===== src/rtl/divider_seq_n.sv =====
// Sequential restoring divider, one quotient bit per clock.
// Define DIVIDER_SIGNED_EN for two's complement operands.
module subtractor_n #(
   parameter int nb_bit = 8
) (
   input  logic [nb_bit-1:0] a_i,
   input  logic [nb_bit-1:0] b_i,
   output logic [nb_bit-1:0] diff_o,
   output logic              borrow_o
);

   assign {borrow_o, diff_o} = {1'b0, a_i} - {1'b0, b_i};

endmodule

module divider_seq_n #(
   parameter int nb_bit = 8
) (
   input  logic              clk_i,
   input  logic              rst_i,
   input  logic              start_i,
   input  logic [nb_bit-1:0] dividend_i,
   input  logic [nb_bit-1:0] divisor_i,
   output logic              busy_o,
   output logic              done_o,
   output logic [nb_bit-1:0] quotient_o,
   output logic [nb_bit-1:0] remainder_o,
   output logic              div_by_zero_o
);

   localparam int CW = (nb_bit > 2) ? $clog2(nb_bit) : 1;
   localparam logic [CW-1:0] LAST = CW'(nb_bit - 1);

   typedef enum logic [1:0] {IDLE, CALC, DONE} state_t;

   state_t            state_q, state_d;
   logic [CW-1:0]     cnt_q, cnt_d;
   logic [nb_bit-1:0] r_q, r_d;
   logic [nb_bit-1:0] q_q, q_d;
   logic [nb_bit-1:0] dvs_q, dvs_d;
   logic [nb_bit-1:0] quot_q, quot_d;
   logic [nb_bit-1:0] rem_q, rem_d;
   logic              dbz_q, dbz_d;

   logic [nb_bit:0]   tmp;
   logic [nb_bit:0]   diff;
   logic              borrow;
   logic              diff_unused;
   logic [nb_bit-1:0] r_iter, q_iter;
   logic [nb_bit-1:0] a_mag, b_mag;
   logic [nb_bit-1:0] quot_fin, rem_fin;

   assign tmp = {r_q, q_q[nb_bit-1]};

   subtractor_n #(.nb_bit(nb_bit+1)) u_sub (
      .a_i      (tmp),
      .b_i      ({1'b0, dvs_q}),
      .diff_o   (diff),
      .borrow_o (borrow)
   );

   // diff MSB is always 0 when no borrow, so only the low bits matter
   assign diff_unused = diff[nb_bit];
   assign r_iter = borrow ? tmp[nb_bit-1:0] : diff[nb_bit-1:0];
   assign q_iter = {q_q[nb_bit-2:0], ~borrow};

`ifdef DIVIDER_SIGNED_EN
   logic sq_q, sq_d;
   logic sr_q, sr_d;

   assign a_mag = dividend_i[nb_bit-1] ? {nb_bit{1'b0}} - dividend_i
                                       : dividend_i;
   assign b_mag = divisor_i[nb_bit-1] ? {nb_bit{1'b0}} - divisor_i
                                      : divisor_i;
   assign quot_fin = sq_q ? {nb_bit{1'b0}} - q_iter : q_iter;
   assign rem_fin  = sr_q ? {nb_bit{1'b0}} - r_iter : r_iter;

   always_comb begin
      sq_d = sq_q;
      sr_d = sr_q;
      if (state_q == IDLE && start_i) begin
         sq_d = dividend_i[nb_bit-1] ^ divisor_i[nb_bit-1];
         sr_d = dividend_i[nb_bit-1];
      end
   end

   always_ff @(posedge clk_i) begin
      if (rst_i) begin
         sq_q <= 1'b0;
         sr_q <= 1'b0;
      end else begin
         sq_q <= sq_d;
         sr_q <= sr_d;
      end
   end
`else
   assign a_mag    = dividend_i;
   assign b_mag    = divisor_i;
   assign quot_fin = q_iter;
   assign rem_fin  = r_iter;
`endif

   always_comb begin
      state_d = state_q;
      cnt_d   = cnt_q;
      r_d     = r_q;
      q_d     = q_q;
      dvs_d   = dvs_q;
      quot_d  = quot_q;
      rem_d   = rem_q;
      dbz_d   = dbz_q;
      unique case (state_q)
         IDLE: begin
            if (start_i) begin
               r_d   = '0;
               cnt_d = '0;
               dbz_d = 1'b0;
               dvs_d = b_mag;
               if (divisor_i == '0) begin
                  q_d     = dividend_i;
                  quot_d  = '1;
                  rem_d   = dividend_i;
                  dbz_d   = 1'b1;
                  state_d = DONE;
               end else begin
                  q_d     = a_mag;
                  state_d = CALC;
               end
            end
         end
         CALC: begin
            r_d   = r_iter;
            q_d   = q_iter;
            cnt_d = cnt_q + CW'(1);
            // results registered on the last step so they show during DONE
            if (cnt_q == LAST) begin
               quot_d  = quot_fin;
               rem_d   = rem_fin;
               state_d = DONE;
            end
         end
         DONE: state_d = IDLE;
         default: state_d = IDLE;
      endcase
   end

   always_ff @(posedge clk_i) begin
      if (rst_i) begin
         state_q <= IDLE;
         cnt_q   <= '0;
         r_q     <= '0;
         q_q     <= '0;
         dvs_q   <= '0;
         quot_q  <= '0;
         rem_q   <= '0;
         dbz_q   <= 1'b0;
      end else begin
         state_q <= state_d;
         cnt_q   <= cnt_d;
         r_q     <= r_d;
         q_q     <= q_d;
         dvs_q   <= dvs_d;
         quot_q  <= quot_d;
         rem_q   <= rem_d;
         dbz_q   <= dbz_d;
      end
   end

   assign busy_o        = (state_q == CALC);
   assign done_o        = (state_q == DONE);
   assign quotient_o    = quot_q;
   assign remainder_o   = rem_q;
   assign div_by_zero_o = dbz_q;

endmodule


===== config.mk =====
export PLATFORM = sky130hd
export DESIGN_NAME = divider_seq_n
export DESIGN_NICKNAME = d
export VERILOG_FILES = /design/src/rtl/divider_seq_n.sv
export SDC_FILE = /design/constraint.sdc
export NUM_CORES = 1
export LEC_CHECK = 0
export CORE_MARGIN = 5
export CORE_UTILIZATION = 55
export CTS_CLUSTER_SIZE = 30
export DETAILED_ROUTE_END_ITERATION = 8
export GPL_ROUTABILITY_DRIVEN = 0
export GPL_TIMING_DRIVEN = 1
export PLACE_DENSITY_LB_ADDON = 0.15
export SLEW_MARGIN = 20
export SYNTH_ARGS = -nofsm -noshare
export SYNTH_HDL_FRONTEND = slang
export SYNTH_HIERARCHICAL = 1
export SYNTH_SLANG_ARGS = --single-unit
export TNS_END_PERCENT = 30

===== constraint.sdc =====
create_clock -name clk_i -period 7.25 [get_ports clk_i]
set_clock_uncertainty 0.15 [all_clocks]
set_input_delay 1.0875 -clock clk_i [delete_from_list [all_inputs] [get_ports clk_i]]
set_output_delay 1.0875 -clock clk_i [all_outputs]
set_load 0.02 [all_outputs]

==> results.toml, run 1 <==
[die]
initial_utilization_pct = 55.9
io_pins = 38
floorplan.core_area_sq_um = 4320
floorplan.die.height_microns = 76.3
die_w_microns = 76.3
die_area_sq_um = 5820
rows = 24

[status]
status = "finished, final reports clean"

[cells_and_area]
areaGrowthSynthToFinish_pct = 19.2
postLayoutCellArea_sq_um = 2880
drive_gt1_share_pct = 7.86
num_antenna_cells = 0
net_total_in_the_final_layout = 348
final_core_utilization_pct = 66.7

[synth]
syn-mean-instance-area_sq_um = 8.25
netlist_area_sq_um = 2420
postSynthCellCount = 293
mappedNetlistNets = 324
yosys_warnings = 6

[cts]
cts_max_path_buffers = 2
clock_sinks = 46
cts_hold_repair.buffers = 0
clk_root_buffer_cell = "clkbuf_8"
post_cts_buffers = 0
h_tree_levels = 2
cts_resized = 0
insertion_delay_ps = 300
cts_made_buffers = 5
cts_tree = "built"
clk_transition_reported_paths_ps = 90

[timing]
tightest_slew_ps = 939
final-setup-viol-count = 0
hold_viol_final = 0
slew-limit-headroom_pct = 37.1
grt_setup_unrepaired = "no"
max_freq_ghz = 0.310
finalMaxSlewViolations = 0
timing.setup.tns_ps = 0
period_share_pct = 44.5
setup_slack_ps = 4030
finalCriticalPeriod_ps = 3220

[worst_setup_path]
worst-path-max-fanout = 17
worstSetupEndpointType = "flop"
worstSetupPathType = "primary input to flop"
worstSetupStartpoint = "divisor_i[7]"
worst_ep_required_time_ps = 7280
arrival_ps = 3260
start_kind = "primary input"
r2r-start = "dvs_q[1]$_SDFFE_PP0P_"

[pwr]
design_power_total_mw = 0.576
max-vdd-ir-drop_mv = 0.101
p_leak_nw = 1.10
power.density_cell_area_nw_per_um2 = 200

[global_route]
overflow = 0
grt_antenna_before_repair = 0
grtUsageTotal_pct = 19.1
grt_max_degree = 54
first_global_vias = 1995
wire_length_of_the_first_global_routing_pass_mm = 9.31

[placement]
portBuffers = 37
placed_wire_length_estimate_after_detailed_placement_mm = 3.71
detailedPlace.worstSlack_ps = 3760
placed_instance_area_sq_um = 2770

[hold_path]
hp-class = "flop to flop"
hold_crit_start = "quotient_o[2]$_SDFFE_PP0P_"

[detailed_routing]
dr.first_iter.drc_count = 71
drt-total-wl_mm = 5.38
ant_nets = 0
wl_per_cell_microns = 14.5
drtPass1Iterations = 4
drc = 0
vias = 2076
via_per_inst = 5.61

[run]
drv.max_cap_violation_count = 0
final timing paths:
| check | depth (start not counted) | slack [ps] | to |
|---|---|---|---|
| setup reg to reg | 9 | 4190 | remainder_o[7]$_SDFFE_PP0P_ |
| hold / removal | 2 | 310 | quotient_o[2]$_SDFFE_PP0P_ |
| setup / recovery | 4 | 4030 | remainder_o[2]$_SDFFE_PP0P_ |
| hold reg to reg | 2 | 310 | quotient_o[2]$_SDFFE_PP0P_ |
worst max-delay path, stage by stage:
cell	delay, ps
clkdlybuf4s50_1	410
or4_1	730
o31a_1	560
o41ai_1	470
placed cells by master, fill, tap and decap left out, types with 2 or more instances in the layout:
master           count
nor4b_1              7
nand2b_1             3
xor2_1               3
nand2_1             45
inv_1               20
nand3_1             11
o311ai_1             8
o21ai_0              2
buf_4                4
a21o_1               4
dfxtp_1             46
mux2_2               8
a31oi_1              2
a311oi_1             7
clkdlybuf4s50_1     37
a21oi_1             23
nor2_1              25
nor2b_1              9
xnor2_1              3
ha_1                11
clkinvlp_4           2
inv_2                2
o41ai_1              7
a211oi_1             7
clkbuf_8             5
layout make-up:
type,instances,area [sq um]
Timing Repair Buffer,41,400
Clock inverter,3,45.0
Inverter,22,82.6
Tap cell,52,65.1
Sequential cell,46,921
Clock buffer,5,68.8
Fill cell,393,1440
Multi-Input combinational cell,201,1300
layer usage:
metal  wire [microns]  global-route usage (%)
met4               72                    5.24
met5                0                       0
met1             2520                    26.1
met2             2530                    29.8
met3              256                    4.96
per-stage QoR:
step | hold slack, ps | instances
finish | 308 | 370
floorplan | 286 | 293
global route | 334 | 370
CTS | 310 | 370
global placement | 293 | 362
detailed placement | 297 | 362
flip-flops by register name, indices dropped and copies added (netlist names):
| register | cells |
|---|---|
| dvs_q | 8 |
| q_q | 8 |
| state_q | 2 |
| r_q | 8 |
| cnt_q | 3 |
| div_by_zero_o | 1 |
| quotient_o | 8 |
| remainder_o | 8 |
power breakdown:
part           internal, mW  switching [mW]  leakage [nW]  total, mW
Combinational        0.0509          0.0626         0.679      0.114
Clock                 0.103          0.0885        0.0504      0.191
Sequential            0.263         0.00849         0.374      0.272
Total                 0.417           0.160          1.10      0.576
(Power assumes the default switching activity.)
==> run 2, diff against run 1 <==
Settings changed: CORE_UTILIZATION 55 to 48.
Clock period 7.25 ns to 2.65 ns, I/O delays scaled along.
==> run 2 against run 1 <==
Against the previous run:
- die area up 13%
- hold slack worse by 2.8 ps
- flip-flop and latch count unchanged
- critical path depth up 6
- first-iteration DRC count up 130%
- clock power up 140%
- sequential power rose to 2.7 times the previous value
- count of clock-buffer cells in the layout up 2
- global-route usage up 1.0 points
- via count up 3.0%
- setup slack worse by 3900 ps
- largest cell class unchanged
==> results.toml, run 2 (same netlist as run 1, synthesis figures left out) <==
[global_route]
grt_use_met1_pct = 26.1
overflow = 0
grtUsageTotal_pct = 20.1
grt_max_degree = 42
groute.layer.met2.usage_pct = 32.8
grt_use_met3_pct = 4.55
first_global_vias = 2076
globalRoute.busiestLayer = "met2"
grt_antenna_before_repair = 0
wire_length_of_the_first_global_routing_pass_mm = 10.1

[cells_and_area]
finalNonFillerCells = 394
final_cell_mix = "dfxtp_1, nand2_1, clkdlybuf4s50_1"
drive_gt1_share_pct = 11.0
areaGrowthSynthToFinish_pct = 22.6
num_antenna_cells = 0
net_total_in_the_final_layout = 357
num-fill-cells = 471
layout.cells.most_common = "dfxtp_1"
postLayoutCellArea_sq_um = 2970

[timing]
finalMaxSlewViolations = 0
slew-limit-headroom_pct = 48.3
hold_viol_final = 0
max_freq_ghz = 0.395
final-setup-viol-count = 0
fin_worst_hold_slack_ps = 305
period_share_pct = 95.5
finalCriticalPeriod_ps = 2530
tightest_slew_ps = 775

[cts]
post_cts_buffers = 0
cts_max_path_buffers = 2
clk_transition_reported_paths_ps = 90
cts_tree = "built"
h_tree_levels = 2
cts_hold_repair.buffers = 0
clk_root_buffer_cell = "clkbuf_8"
clock_sinks = 46
cts_made_buffers = 5
insertion_delay_ps = 300
cts_resized = 0

[die]
floorplan.die.height_microns = 81.0
floorplan.core_area_sq_um = 4820
io_pins = 38
initial_utilization_pct = 50.2
rows = 25
die_w_microns = 81.0
die_area_sq_um = 6560

[detailed_routing]
ant_nets = 0
drc = 0
via_per_inst = 5.43
vias = 2139
drtPass1Iterations = 4
wl_per_cell_microns = 15.5
drt-total-wl_mm = 6.10
dr.first_iter.drc_count = 160

[worst_setup_path]
worstSetupEndpointType = "flop"
worst_ep_required_time_ps = 2660
worst-path-max-fanout = 6
worstSetupPathType = "flop to flop"
worst_r2r_endpoint = "remainder_o[4]$_SDFFE_PP0P_"
arrival_ps = 2540
timing.critical_path.mode_cell = "a21o_1"
critical_path.cell_chain = "inv_1, ha_1, a21o_1, a21o_1, a41o_1, a31oi_4, buf_6, mux2_2, nor2_1, o41ai_1"
reg2regPathDepth = 10
r2r-start = "dvs_q[1]$_SDFFE_PP0P_"
cpPeakStageDelay_ps = 340
timing.reg2reg.setup_slack_ps = 120
slowest_library_cell_on_the_worst_path = "dfxtp_1"
start_kind = "flop"

[pwr]
power.density_cell_area_nw_per_um2 = 521
max-vdd-ir-drop_mv = 0.311
p_leak_nw = 1.15

[status]
status = "finished, final reports clean"

[placement]
placed_instance_area_sq_um = 2850
portBuffers = 37
place.detailed.instances = 386
placed_wire_length_estimate_after_detailed_placement_mm = 4.24

[hold_path]
hp-class = "flop to flop"
timing.hold.worst_endpoint = "dvs_q[3]$_SDFFE_PP0P_"
hold_crit_start = "dvs_q[3]$_SDFFE_PP0P_"
min_delay_path_depth = 2

[run]
drv.max_cap_violation_count = 0
run 2: changes by cell type in the layout (fill, tap and decap cells not counted), sizes merged:
cell,before,now
buf,4,14
bufinv,1,0
clkbuf,5,7
clkdlybuf4s50,37,36
clkinv,0,1
clkinvlp,2,0
run 2: report_power, final:
group | leakage (nW) | total [mW] | switching (mW) | internal [mW]
registers | 0.374 | 0.745 | 0.0245 | 0.720
logic | 0.725 | 0.350 | 0.188 | 0.161
clock network | 0.0482 | 0.451 | 0.240 | 0.211
total | 1.15 | 1.55 | 0.453 | 1.09
run 2: stage by stage:
step	setup WS, ps	util (%)	power (mW)	setup TNS (ps)
global route	-2.04	61.6	1.62	-2.23
global placement	124	59.2	1.09	0
finish	119	61.6	1.55	0
detailed placement	98.7	59.2	1.09	0
CTS	76.4	61.1	1.54	0
floorplan	121	-	0.981	0
run 2: worst max-delay path by stage:
stage,from,endpoint,slack (ps),cells after the start
global route,dvs_q[1]$_SDFFE_PP0P_,remainder_o[0]$_SDFFE_PP0P_,-2,10
detailed placement,divisor_i[3],quotient_o[1]$_SDFFE_PP0P_,100,5
CTS,dvs_q[4]$_SDFFE_PP0P_,remainder_o[4]$_SDFFE_PP0P_,80,10
floorplan,dvs_q[1]$_SDFFE_PP0P_,remainder_o[6]$_SDFFE_PP0P_,120,10
global placement,divisor_i[3],quotient_o[2]$_SDFFE_PP0P_,120,5
finish,dvs_q[1]$_SDFFE_PP0P_,remainder_o[4]$_SDFFE_PP0P_,120,10
run 2: final cells by class:
class                      instances  area, sq um  area share [%]
inverter                          22         82.6            2.78
multi-input combinational        201         1320            44.5
clock inverter                     1         5.00           0.169
timing repair buffer              50          467            15.7
sequential                        46          921            31.1
tap                               67         83.8            2.83
clock buffer                       7         86.3            2.91
run 2: metal layers:
layer | vias up | share of wire, %
li1 | 1080 | -
met4 | 0 | 2.0
met1 | 979 | 44
met3 | 10 | 6.6
met5 | - | 0
met2 | 70 | 48
run 2: critical path: cells and delay by family, from the launching register on:
family,cells,cell delay (ps)
compound gates,5,960
fa+ha+maj,1,260
buf+inv,2,220
flops,1,340
mux,1,340
simple gates,1,110
